==> src/rtl/sample_packer_16_to_32.sv <==
// Packs pairs of 16-bit half-words into 32-bit words (first half in the upper bits)
// and queues them with a per-word burst-end flag in a small circular buffer.
module sample_packer_16_to_32 #(
    parameter int unsigned DEPTH     = 4,
    parameter int unsigned PTR_WIDTH = 2
) (
    input  logic        dsp_clk,
    input  logic        dsp_rst,
    input  logic [15:0] dat_i,
    input  logic        last_i,
    input  logic        enq_en_i,
    output logic        enq_rdy_o,
    output logic [31:0] dat_o,
    output logic        last_o,
    input  logic        deq_en_i,
    output logic        deq_rdy_o,
    output logic [15:0] word_cnt_o,
    output logic        err_o
);

    localparam int unsigned HALF_W  = 16;
    localparam int unsigned WORD_W  = 2 * HALF_W;
    localparam int unsigned ENTRY_W = WORD_W + 1;
    localparam int unsigned CNT_W   = PTR_WIDTH + 1;

    localparam logic [PTR_WIDTH-1:0] PTR_ONE    = PTR_WIDTH'(1);
    localparam logic [CNT_W-1:0]     CNT_ONE    = CNT_W'(1);
    localparam logic [CNT_W-1:0]     CNT_FULL   = CNT_W'(DEPTH);
    localparam logic [HALF_W-1:0]    HALF_ZERO  = '0;

    typedef enum logic {
        ST_HI,
        ST_LO
    } state_t;

    state_t               state;
    state_t               state_next;
    logic [HALF_W-1:0]    hold;
    logic [HALF_W-1:0]    hold_next;
    logic [ENTRY_W-1:0]   mem [DEPTH];
    logic [PTR_WIDTH-1:0] wr_ptr;
    logic [PTR_WIDTH-1:0] rd_ptr;
    logic [CNT_W-1:0]     count;
    logic [CNT_W-1:0]     count_next;
    logic                 enq_acc;
    logic                 deq_acc;
    logic                 push;
    logic [ENTRY_W-1:0]   push_entry;

    // Handshake status comes from registered occupancy only.
    assign enq_rdy_o = (count != CNT_FULL);
    assign deq_rdy_o = (count != '0);
    assign enq_acc   = enq_en_i && enq_rdy_o;
    assign deq_acc   = deq_en_i && deq_rdy_o;

    // Entry layout: {word, last}.
    assign dat_o  = mem[rd_ptr][ENTRY_W-1:1];
    assign last_o = mem[rd_ptr][0];

    // Pairing FSM: decide whether this half completes a word.
    always_comb begin
        state_next = state;
        hold_next  = hold;
        push       = 1'b0;
        push_entry = '0;
        if (enq_acc) begin
            case (state)
                ST_HI: begin
                    if (last_i) begin
                        push       = 1'b1;
                        push_entry = {dat_i, HALF_ZERO, 1'b1};
                    end else begin
                        hold_next  = dat_i;
                        state_next = ST_LO;
                    end
                end
                ST_LO: begin
                    push       = 1'b1;
                    push_entry = {hold, dat_i, last_i};
                    state_next = ST_HI;
                end
                default: state_next = ST_HI;
            endcase
        end
    end

    always_comb begin
        count_next = count;
        case ({push, deq_acc})
            2'b10:   count_next = count + CNT_ONE;
            2'b01:   count_next = count - CNT_ONE;
            default: count_next = count;
        endcase
    end

    always_ff @(posedge dsp_clk or posedge dsp_rst) begin
        if (dsp_rst) begin
            state <= ST_HI;
            hold  <= '0;
        end else begin
            state <= state_next;
            hold  <= hold_next;
        end
    end

    // Whole buffer is cleared so the head reads zero straight out of reset.
    always_ff @(posedge dsp_clk or posedge dsp_rst) begin
        if (dsp_rst) begin
            for (int i = 0; i < int'(DEPTH); i++) begin
                mem[i] <= '0;
            end
        end else if (push) begin
            mem[wr_ptr] <= push_entry;
        end
    end

    always_ff @(posedge dsp_clk or posedge dsp_rst) begin
        if (dsp_rst) begin
            wr_ptr <= '0;
            rd_ptr <= '0;
            count  <= '0;
        end else begin
            if (push) begin
                wr_ptr <= wr_ptr + PTR_ONE;
            end
            if (deq_acc) begin
                rd_ptr <= rd_ptr + PTR_ONE;
            end
            count <= count_next;
        end
    end

    // Push counter and sticky protocol-violation flag.
    always_ff @(posedge dsp_clk or posedge dsp_rst) begin
        if (dsp_rst) begin
            word_cnt_o <= '0;
            err_o      <= 1'b0;
        end else begin
            if (push) begin
                word_cnt_o <= word_cnt_o + 16'd1;
            end
            if ((enq_en_i && !enq_rdy_o) || (deq_en_i && !deq_rdy_o)) begin
                err_o <= 1'b1;
            end
        end
    end

endmodule

==> config.mk <==
export PLATFORM = sky130hd
export DESIGN_NAME = sample_packer_16_to_32
export DESIGN_NICKNAME = d
export VERILOG_FILES = /design/src/rtl/sample_packer_16_to_32.sv
export SDC_FILE = /design/constraint.sdc
export NUM_CORES = 1
export LEC_CHECK = 0
export ABC_AREA = 1
export CAP_MARGIN = 20
export CORE_MARGIN = 5
export CORE_UTILIZATION = 45
export DETAILED_ROUTE_END_ITERATION = 7
export GPL_ROUTABILITY_DRIVEN = 0
export PLACE_DENSITY_LB_ADDON = 0.1
export REMOVE_ABC_BUFFERS = 1
export SYNTH_ARGS = -nofsm -noshare
export SYNTH_HDL_FRONTEND = slang
export SYNTH_SLANG_ARGS = --single-unit
==> constraint.sdc <==
create_clock -name dsp_clk -period 8.6 [get_ports dsp_clk]
set_input_delay 2.58 -clock dsp_clk [delete_from_list [all_inputs] [get_ports dsp_clk]]
set_output_delay 2.58 -clock dsp_clk [all_outputs]
set_load 0.02 [all_outputs]
Yosys cells after proc, flatten, opt, wreduce, memory -nomap -nowiden --
Cells that the tools add are included.
Storage, ports and cells: bits in registers 173, input bits 21, output and inout bits 52, logic and storage cells 52
Operators by class: add/sub/neg operators 5, $lt $le $gt $ge 3, equality and inequality tests 3, mux-type cells 15, bitwise gates (word level) 4, reductions and logical operators 11
Operators with widths (number):
- $mux 33 | 5
- $bwmux 132 | 1
- $bmux 33 s2 | 1
- $demux 33 s2 | 1
- $pmux 33 s2 | 1
- $add 16x1->16 const B | 1
- $ge 3x3->1 const B | 2
- $not 2->3 | 2
- $pmux 3 s2 | 1
- $logic_and 1x1->1 | 5
- $add 2x1->2 const B | 2
- $pmux 1 s2 | 2
- $add 3x1->3 const B | 1
- $lt 3x1->1 const B | 1
- $mux 1 | 3
- $ne 3x3->1 const B | 1
- $reduce_and 3->1 | 1
- $reduce_bool 3->1 | 1
- $sub 3x1->3 const B | 1
- $eq 2x1->1 const B | 1
- $eq 2x2->1 const B | 1
- $logic_not 1->1 | 2
- $not 1->1 | 2
- $reduce_bool 2->1 | 1
- $logic_or 1x1->1 | 1

Depth between registers and ports, before layout --
Gate-level depths: netlist of run 1.
word-level depth 6, gate-level depth with buffers 11, depth with buffers taken out 10

Worst setup path before layout of run 1 --
Ideal clock, no wire load.
path kind input -> register, from input last_i, to register count[2], library setup time 0.131 ns, arrival 4.128 ns, data required time 8.469 ns, path slack 4.341 ns, cell stages on the path 11, path buffers 2, path through buf_4 > nor2_1 > inv_2 > nand3_4 > buf_2 > ha_1 > inv_1 > fa_1 > a21oi_1 > o21ai_0 > xor2_1
On the way: longest elaborated chain between the ends 5, elaborated cells on any way between the ends 7, classes of those cells eq/ne: 2; mux: 4; reduce/logical: 1
Ends and longest elaborated chain:
- from (decl) | RTL line 10 | input logic last_i,
- $mux 1 * | RTL line 69 | if (last_i) begin
- $pmux 1 s2 * | RTL line 67 | case (state)
- $mux 1 * | RTL line 66 | if (enq_acc) begin
- $eq 2x1->1 or $eq 2x2->1 (tied branches) | RTL line 89 | case ({push, deq_acc})
- $pmux 3 s2 or $reduce_bool 2->1 (tied branches)
- to (signal assigned) | RTL line 129 | count <= count_next;
- to (decl) | RTL line 43 | logic [CNT_W-1:0] count;
Every way passes the cells marked *; elsewhere a longest branch is shown, timed or not. A chain may end at the register's enable or synchronous reset.

Final worst setup path of run 1 --
from register rd_ptr[0], to output dat_o[23]
On the way: longest elaborated chain between the ends 4
Ends and longest elaborated chain:
- from (decl) | RTL line 42 | logic [PTR_WIDTH-1:0] rd_ptr;
- from (signal assigned) | RTL line 127 | rd_ptr <= rd_ptr + PTR_ONE;
- $not 2->3 (implied by the code) | RTL line 57 | assign dat_o = mem[rd_ptr][ENTRY_W-1:1];
- $bmux 33 s2 | RTL line 57
- $mux 33 (2 in series)
- to (decl) | RTL line 13 | output logic [31:0] dat_o,
Every way passes these cells. The select of a mux whose other input is x is not followed.

==> results of run 1 <==
worst paths after layout:
path | startpoint | endpoint | slack (ps) | cells past startpoint
setup / recovery | rd_ptr[0]$_DFFE_PP0P_ | dat_o[23] | 3430 | 5
hold / removal | err_o$_DFFE_PP0P_ | err_o$_DFFE_PP0P_ | 480 | 1
setup reg to reg | count[0]$_DFFE_PP0P_ | mem[91]$_DFFE_PP0P_ | 6340 | 7
hold reg to reg | err_o$_DFFE_PP0P_ | err_o$_DFFE_PP0P_ | 480 | 1
max in group asynchronous | dsp_rst | rd_ptr[0]$_DFFE_PP0P_ | 4690 | 3
min in group asynchronous | dsp_rst | word_cnt_o[2]$_DFFE_PP0P_ | 2660 | 2
sequential cells by signal (all words and copies together), names as in the netlist:
| signal | flops |
|---|---|
| hold | 16 |
| wr_ptr | 2 |
| count | 3 |
| err_o | 1 |
| state | 1 |
| mem | 132 |
| rd_ptr | 2 |
| word_cnt_o | 16 |
metrics by stage:
| step | cells | setup WS [ps] | cell area, um^2 | hold WS (ps) |
|---|---|---|---|---|
| 2_1_floorplan | 850 | 1330 | 7480 | 448 |
| 3_3_place_gp | 1157 | 3590 | 8570 | 461 |
| 3_5_place_dp | 1158 | 3510 | 8590 | 455 |
| 4_1_cts | 1190 | 3380 | 9230 | 479 |
| 5_1_grt | 1192 | 3290 | 9280 | 494 |
| 6_report | 1192 | 3430 | 9280 | 480 |
cell usage in the layout (no fill, tap or decap), types with 2 or more instances in the layout:
master	n
nand3_1	23
nand3b_1	5
clkbuf_16	17
inv_2	3
bufinv_16	5
dfrtp_1	172
xor2_1	11
nand4_1	2
clkdlybuf4s50_1	72
o21ai_0	174
inv_1	33
clkinv_2	5
clkbuf_1	2
buf_4	10
nor2_2	2
o21ai_1	59
buf_12	2
nand2_2	4
nor2_1	86
nand2_1	224
o22ai_1	33
a21oi_1	2
ha_1	6
nor3_1	2
nand2_4	2
clkinv_4	2
area by class of cell:
class / count / area, um^2
Multi-Input combinational cell: 639 / 3010
Timing Repair Buffer: 85 / 863
Clock inverter: 12 / 193
Inverter: 38 / 150
Fill cell: 1662 / 7960
Tap cell: 225 / 282
Clock buffer: 20 / 447
Sequential cell: 173 / 4330
critical path, cell delays in order (launching register included):
cell and delay, ps:
dfrtp_2 400, inv_2 460, buf_12 280, o21ai_0 100, o22ai_1 260, clkdlybuf4s50_1 660
per-layer routing:
layer	part of all wire	vias up	wire, um
met1	0.47	2935	9070
met2	0.47	124	9010
met3	0.042	17	797
met5	0	-	0
li1	-	3103	-
met4	0.011	0	218
Yosys cell counts:
cell / count
dfrtp_1: 173
nor2_2: 2
inv_1: 35
inv_4: 1
ha_1: 6
buf_6: 16
clkbuf_1: 27
fa_1: 1
o21ai_1: 59
xnor2_1: 1
nand4_1: 2
nand3b_1: 5
nor2_4: 1
inv_2: 2
nand2_2: 4
nor3_1: 2
nand3_1: 23
buf_4: 6
nand3_4: 1
buf_2: 10
xor2_1: 11
nand2_4: 2
nand2_1: 224
nor2_1: 86
a21oi_1: 2
o22ai_1: 33
o21ai_0: 174
where the power goes:
part	internal, mW	total (mW)	switching (mW)
Clock	0.522	0.834	0.313
Sequential	1.11	1.27	0.156
Combinational	0.619	1.60	0.977
kinds of logic after synthesis:
logic type	synth area share
adder cells (fa/ha/maj)	0.0121
XOR/XNOR	0.0134
AO/OA/AOI/OAI	0.176
AND/OR/NAND/NOR	0.182
flip-flops	0.551
buffers and inverters	0.0664
==> results.py, run 1 <==
metrics = {
    "floorplanning": {
        "core_area_mm2": 0.0172,
        "start_util": 0.456,
        "dieArea_mm2": 0.0202,
        "fp.dieW_um": 142,
        "rows": 48,
        "die_height_um": 142,
        "io_pins": 73,
    },
    "timing": {
        "fin_setup_tns_ps": 0,
        "max_slew_margin": 0.506,
        "fin_crit_ps": 5170,
        "rsz0062_at_grt": "false",
        "min_period_over_period": 0.602,
        "finClkSkew_ps": 6.45,
        "worstMarginPinSlew_ps": 742,
        "finalSetupViolations": 0,
        "hold_violations": 0,
        "fmax_mhz": 193,
        "slew_violations": 0,
    },
    "global_route": {
        "antenna_found_initial": 0,
        "globalRouteOverflowTotal": 0,
        "grt_pass1_wl_um": 31700,
        "grt.busiest_layer": "met2",
        "use_met1": 0.282,
        "grt_pass1_vias": 5899,
        "grt_max_degree": 77,
        "grt.total_usage": 0.197,
        "use_met3": 0.0393,
        "use_met2": 0.311,
    },
    "power": {
        "ir_drop_uv": 197,
        "p_per_area_mw_per_mm2": 399,
        "p_leak_nw": 4.07,
        "power_mw": 3.70,
    },
    "clocking": {
        "hold_buffers": 0,
        "cts_resized": 0,
        "clk_pin_slew_worst_paths_ps": 60,
        "post_cts_buffers": 0,
        "clockRootBuffer": "clkbuf_16",
        "cts.path.max_buffers": 2,
        "h-tree-depth": 4,
        "clock_sinks": 173,
        "cts_tree": "done",
        "worstSkewPairLatency_ps": 420,
        "tritoncts.num_buffers": 17,
    },
    "layout": {
        "nNetsFinal": 982,
        "drive_gt1_frac": 0.0610,
        "post-route-util": 0.538,
        "areaGrowthSynthToFinish_pct": 18.0,
        "diodes": 0,
    },
    "setup_path": {
        "cp.arrival_ps": 2590,
        "critPathKind": "flop to primary output",
        "critPathCaptureType": "primary output",
        "crit_fanout": 35,
        "required_ps": 6020,
        "cp-start-kind": "flop",
    },
    "drt": {
        "drt_iter0_drc": 328,
        "wl_per_cell_um": 16.0,
        "drt_pass1_iterations": 5,
        "finalWirelength_um": 19100,
        "drcViolationCount": 0,
        "ant_nets": 0,
        "vias": 6179,
        "via_per_inst": 5.18,
    },
    "synthesis": {
        "syn_avg_cell_area_um2": 8.65,
        "ys_ff_latch": 173,
        "synthTopCellsByArea": "dfrtp_1 55%, o21ai_0 11%, nand2_1 11%",
        "yosys_warnings": 0,
        "synth_cell_types": 27,
        "yosysSeqAreaShare": 0.551,
        "syn_inst": 909,
        "synth.largest_area_cell": "dfrtp_1",
        "yosysTopAreaCellShare": 0.551,
        "synth_area_mm2": 0.00786,
    },
    "place": {
        "portBuffers": 72,
        "dp.final_hpwl_um": 11300,
    },
    "job": {
        "max-cap-violations": 0,
    },
    "hold_path": {
        "hold_path.class": "flop to flop",
    },
    "outcome": {
        "status": "complete, no violations",
    },
}
(Power assumes the default switching activity.)
==> inputs of run 2 (changes only) <==
==> constraint.sdc (replaced) <==
create_clock -name dsp_clk -period 4.8 [get_ports dsp_clk]
set_input_delay 1.44 -clock dsp_clk [delete_from_list [all_inputs] [get_ports dsp_clk]]
set_output_delay 1.44 -clock dsp_clk [all_outputs]
set_load 0.02 [all_outputs]
==> run 2 against run 1 <==
Non-clock buffer count shrank 1. Setup slack worse by 2600 ps. Sequential power rose by 80%. Routed wire length rose by 0.37%. Register-to-register slack worse by 3600 ps. Clock skew shrank 1.0 ps. Critical path type unchanged. Largest power group unchanged. Highest routed layer unchanged.
==> results.py, run 2 (synthesized netlist as in run 1, its figures left out) <==
metrics = {
    "setup_path": {
        "critPathCaptureType": "primary output",
        "cp-start-kind": "flop",
        "cp.arrival_ps": 2540,
        "required_ps": 3360,
        "critPathKind": "flop to primary output",
        "r2r-start": "count[0]$_DFFE_PP0P_",
        "cp-startpoint": "rd_ptr[0]$_DFFE_PP0P_",
        "crit_fanout": 36,
    },
    "place": {
        "portBuffers": 72,
        "dp.final_hpwl_um": 11800,
        "dp.cells": 1159,
        "pre_cts_ws_ps": 1240,
        "placed_area_mm2": 0.00867,
    },
    "drt": {
        "ant_nets": 0,
        "wl_per_cell_um": 16.1,
        "finalWirelength_um": 19200,
        "vias": 6174,
        "drt_pass1_iterations": 5,
        "drt_iter0_drc": 412,
        "drcViolationCount": 0,
        "via_per_inst": 5.18,
    },
    "clocking": {
        "clk_pin_slew_worst_paths_ps": 60,
        "clock_sinks": 173,
        "clockRootBuffer": "clkbuf_16",
        "tritoncts.num_buffers": 17,
        "post_cts_buffers": 0,
        "worstSkewPairLatency_ps": 430,
        "h-tree-depth": 4,
        "cts_resized": 0,
        "hold_buffers": 0,
        "cts.path.max_buffers": 2,
        "cts_tree": "done",
    },
    "timing": {
        "fmax_mhz": 251,
        "slew_violations": 0,
        "finalSetupViolations": 0,
        "finClkSkew_ps": 5.44,
        "setup_slack_ps": 819,
        "max_slew_margin": 0.315,
        "hold_violations": 0,
        "min_period_over_period": 0.829,
        "fin_crit_ps": 3980,
        "rsz0062_at_grt": "false",
        "worstMarginPinSlew_ps": 1030,
    },
    "hold_path": {
        "hp-start": "mem[89]$_DFFE_PP0P_",
        "hold_path.class": "flop to flop",
    },
    "power": {
        "p_leak_nw": 4.07,
        "p_per_area_mw_per_mm2": 710,
        "ir_drop_uv": 372,
        "power_mw": 6.61,
    },
    "layout": {
        "reg_top3": "mem: 132 flops, hold: 16 flops, word_cnt_o: 16 flops",
        "largest_reg_flops": 132,
        "design_area_mm2": 0.00931,
        "regMostFlops": "mem",
        "final_cell_mix": "224 x nand2_1, 174 x o21ai_0, 172 x dfrtp_1, 86 x nor2_1, 72 x clkdlybuf4s50_1",
        "areaGrowthSynthToFinish_pct": 18.5,
        "final_common_cell": "nand2_1",
        "drive_gt1_frac": 0.0621,
        "nNetsFinal": 981,
        "post-route-util": 0.540,
        "diodes": 0,
        "fin_cells": 1191,
    },
    "global_route": {
        "grt_max_degree": 80,
        "grt.total_usage": 0.199,
        "antenna_found_initial": 0,
        "grt_pass1_vias": 5890,
        "globalRouteOverflowTotal": 0,
        "grt_pass1_wl_um": 31800,
    },
    "floorplanning": {
        "start_util": 0.456,
        "core_area_mm2": 0.0172,
        "die_height_um": 142,
        "fp.dieW_um": 142,
        "dieArea_mm2": 0.0202,
        "rows": 48,
        "io_pins": 73,
    },
    "job": {
        "max-cap-violations": 0,
    },
    "outcome": {
        "status": "complete, no violations",
    },
}
## run 2: changes by cell type in the layout (fill, tap and decap cells not counted), sizes merged
cell	before	now
buf	13	12
clkbuf	20	21
bufinv	5	4
clkinvlp	0	3
clkinv	7	4
## run 2: path summary, 6_finish.rpt
check | endpoint | slack (ps) | cells after the start
setup / recovery | dat_o[30] | 820 | 5
hold reg to reg | mem[89]$_DFFE_PP0P_ | 480 | 2
min in group asynchronous | count[2]$_DFFE_PP0P_ | 1520 | 2
max in group asynchronous | mem[94]$_DFFE_PP0P_ | 2570 | 3
hold / removal | mem[89]$_DFFE_PP0P_ | 480 | 2
setup reg to reg | count[2]$_DFFE_PP0P_ | 2750 | 9
## run 2: report_power, final
group          switching [mW]  total, mW  internal (mW)  leakage (nW)
combinational            1.74       2.85           1.11          1.46
clock                   0.561       1.48          0.923         0.311
sequential              0.286       2.28           2.00          2.30
total                    2.59       6.61           4.03          4.07
## run 2: critical path: stages (launching register included)
cell,delay (ps)
dfrtp_2,400
inv_2,490
buf_12,280
o21ai_0,90
o22ai_1,190
clkdlybuf4s50_1,640
## run 2: layout make-up
class                           count  area (um^2)
Clock buffer                       21          480
Clock inverter                     11          163
Fill cell                        1613         7920
Inverter                           38          150
Multi-Input combinational cell    639         3010
Sequential cell                   173         4330
Tap cell                          225          282
Timing Repair Buffer               84          898
## run 2: through the flow
stage               TNS, ps  hold slack [ps]
finish                    0              478
global route              0              497
CTS                       0              480
detailed placement        0              456
global placement          0              460
floorplan           -229830              448
## run 2: per-layer routing
metal / global-route usage / part of all wire / vias to the layer above
li1: - / - / 3100
met1: 0.287 / 0.48 / 2930
met2: 0.308 / 0.46 / 128
met3: 0.0397 / 0.048 / 16
met4: 0.0561 / 0.013 / 0
met5: 0 / 0 / -
==> inputs of run 3 (changes only) <==
==> constraint.sdc (replaced) <==
create_clock -name dsp_clk -period 3.7 [get_ports dsp_clk]
set_input_delay 1.11 -clock dsp_clk [delete_from_list [all_inputs] [get_ports dsp_clk]]
set_output_delay 1.11 -clock dsp_clk [all_outputs]
set_load 0.02 [all_outputs]
==> run 3 against run 2 <==
Clock-buffer cell count rose by 2. Worst hold slack got worse by 4.6 ps. Highest routed layer unchanged. Register-to-register slack got worse by 1100 ps. Routed wire length rose by 0.60%.
==> results.py, run 3 (synthesized netlist as in run 1, its figures left out) <==
metrics = {
    "setup_path": {
        "critPathKind": "flop to primary output",
        "cp.arrival_ps": 2380,
        "cp-start-kind": "flop",
        "reg2reg_depth": 9,
        "crit_fanout": 20,
        "required_ps": 2590,
        "critPathCaptureType": "primary output",
    },
    "hold_path": {
        "hold_path.class": "flop to flop",
        "whs_path_depth": 1,
    },
    "floorplanning": {
        "core_area_mm2": 0.0172,
        "rows": 48,
        "io_pins": 73,
        "fp.dieW_um": 142,
        "die_height_um": 142,
        "start_util": 0.456,
        "dieArea_mm2": 0.0202,
    },
    "layout": {
        "final_cell_mix": "224 x nand2_1, 174 x o21ai_0, 172 x dfrtp_1, 86 x nor2_1, 72 x clkdlybuf4s50_1",
        "multiInputGateArea_mm2": 0.00301,
        "reg_top3": "mem: 132 flops, hold: 16 flops, word_cnt_o: 16 flops",
        "regMostFlops": "mem",
        "largest_reg_flops": 132,
        "seq_area_mm2": 0.00433,
        "areaGrowthSynthToFinish_pct": 18.9,
        "post-route-util": 0.542,
        "final_common_cell": "nand2_1",
        "fin_cells": 1198,
        "drive_gt1_frac": 0.0647,
        "design_area_mm2": 0.00935,
        "fillCellCount": 1614,
        "nNetsFinal": 990,
        "diodes": 0,
    },
    "clocking": {
        "clockRootBuffer": "clkbuf_16",
        "worstSkewPairLatency_ps": 420,
        "cts.path.max_buffers": 2,
        "post_cts_buffers": 0,
        "cts_tree": "done",
        "clk_pin_slew_worst_paths_ps": 60,
        "tritoncts.num_buffers": 17,
        "hold_buffers": 0,
        "cts_resized": 0,
        "h-tree-depth": 4,
        "clock_sinks": 173,
    },
    "global_route": {
        "antenna_found_initial": 0,
        "grt_pass1_vias": 6054,
        "grt.total_usage": 0.201,
        "globalRouteOverflowTotal": 0,
        "grt_max_degree": 68,
        "grt_pass1_wl_um": 32400,
    },
    "drt": {
        "finalWirelength_um": 19300,
        "drt_iter0_drc": 539,
        "drcViolationCount": 0,
        "wl_per_cell_um": 16.1,
        "drt_pass1_iterations": 5,
        "via_per_inst": 5.27,
        "vias": 6310,
        "ant_nets": 0,
    },
    "timing": {
        "fin_setup_tns_ps": 0,
        "hold_violations": 0,
        "setup_slack_ps": 214,
        "max_slew_margin": 0.350,
        "fin_crit_ps": 3490,
        "fmax_mhz": 287,
        "finClkSkew_ps": 4.20,
        "worstMarginPinSlew_ps": 974,
        "slew_violations": 0,
        "min_period_over_period": 0.942,
        "finalSetupViolations": 0,
        "whs_ps": 474,
        "rsz0062_at_grt": "false",
    },
    "power": {
        "p_per_area_mw_per_mm2": 917,
        "p_leak_nw": 4.10,
        "ir_drop_uv": 508,
        "power_mw": 8.57,
    },
    "place": {
        "pre_cts_ws_ps": 484,
        "placed_area_mm2": 0.00874,
        "portBuffers": 72,
        "dp.cells": 1168,
        "dp.final_hpwl_um": 12100,
    },
    "job": {
        "max-cap-violations": 0,
    },
    "outcome": {
        "status": "complete, no violations",
    },
}
==> run 3: cell count changes in the layout (fill, tap and decap cells not counted) <==
cell	delta
clkinv_2	-2
buf_6	+1
clkbuf_8	-2
buf_4	+8
clkbuf_1	+4
clkinvlp_4	-2
==> run 3: final cells by class <==
cell class	count	area share
clock buffers	23	0.0501
clock inverters	7	0.0147
repair buffers	93	0.104
well taps	225	0.0301
flip-flops and latches	173	0.463
multi-input cells	639	0.322
inverters	38	0.0161
==> run 3: worst max-delay path, cell delays in order (launching register included) <==
cell and delay (ps):
dfrtp_2 410, inv_2 340, buf_4 300, o21ai_0 100
o22ai_1 170, clkdlybuf4s50_1 640
==> run 3: final timing paths <==
path / startpoint / to / slack, ps
setup / recovery: rd_ptr[0]$_DFFE_PP0P_ / last_o / 210
hold / removal: err_o$_DFFE_PP0P_ / err_o$_DFFE_PP0P_ / 470
setup reg to reg: count[0]$_DFFE_PP0P_ / count[2]$_DFFE_PP0P_ / 1630
hold reg to reg: err_o$_DFFE_PP0P_ / err_o$_DFFE_PP0P_ / 470
max in group asynchronous: dsp_rst / mem[59]$_DFFE_PP0P_ / 1830
min in group asynchronous: dsp_rst / count[0]$_DFFE_PP0P_ / 1090
==> run 3: routing by layer <==
| layer | wire (um) | part of all wire | up-vias | GRT usage |
|---|---|---|---|---|
| li1 | - | - | 3115 | - |
| met1 | 9270 | 0.48 | 3041 | 0.292 |
| met2 | 8940 | 0.46 | 138 | 0.309 |
| met3 | 847 | 0.044 | 16 | 0.0410 |
| met4 | 217 | 0.011 | 0 | 0.0525 |
| met5 | 0 | 0 | - | 0 |
==> run 3: where the power goes <==
group / internal [mW] / switching [mW] / leakage [nW] / total, mW
clock network: 1.16 / 0.707 / 0.293 / 1.86
logic: 1.48 / 2.27 / 1.51 / 3.75
registers: 2.59 / 0.367 / 2.30 / 2.96
total: 5.23 / 3.34 / 4.10 / 8.57
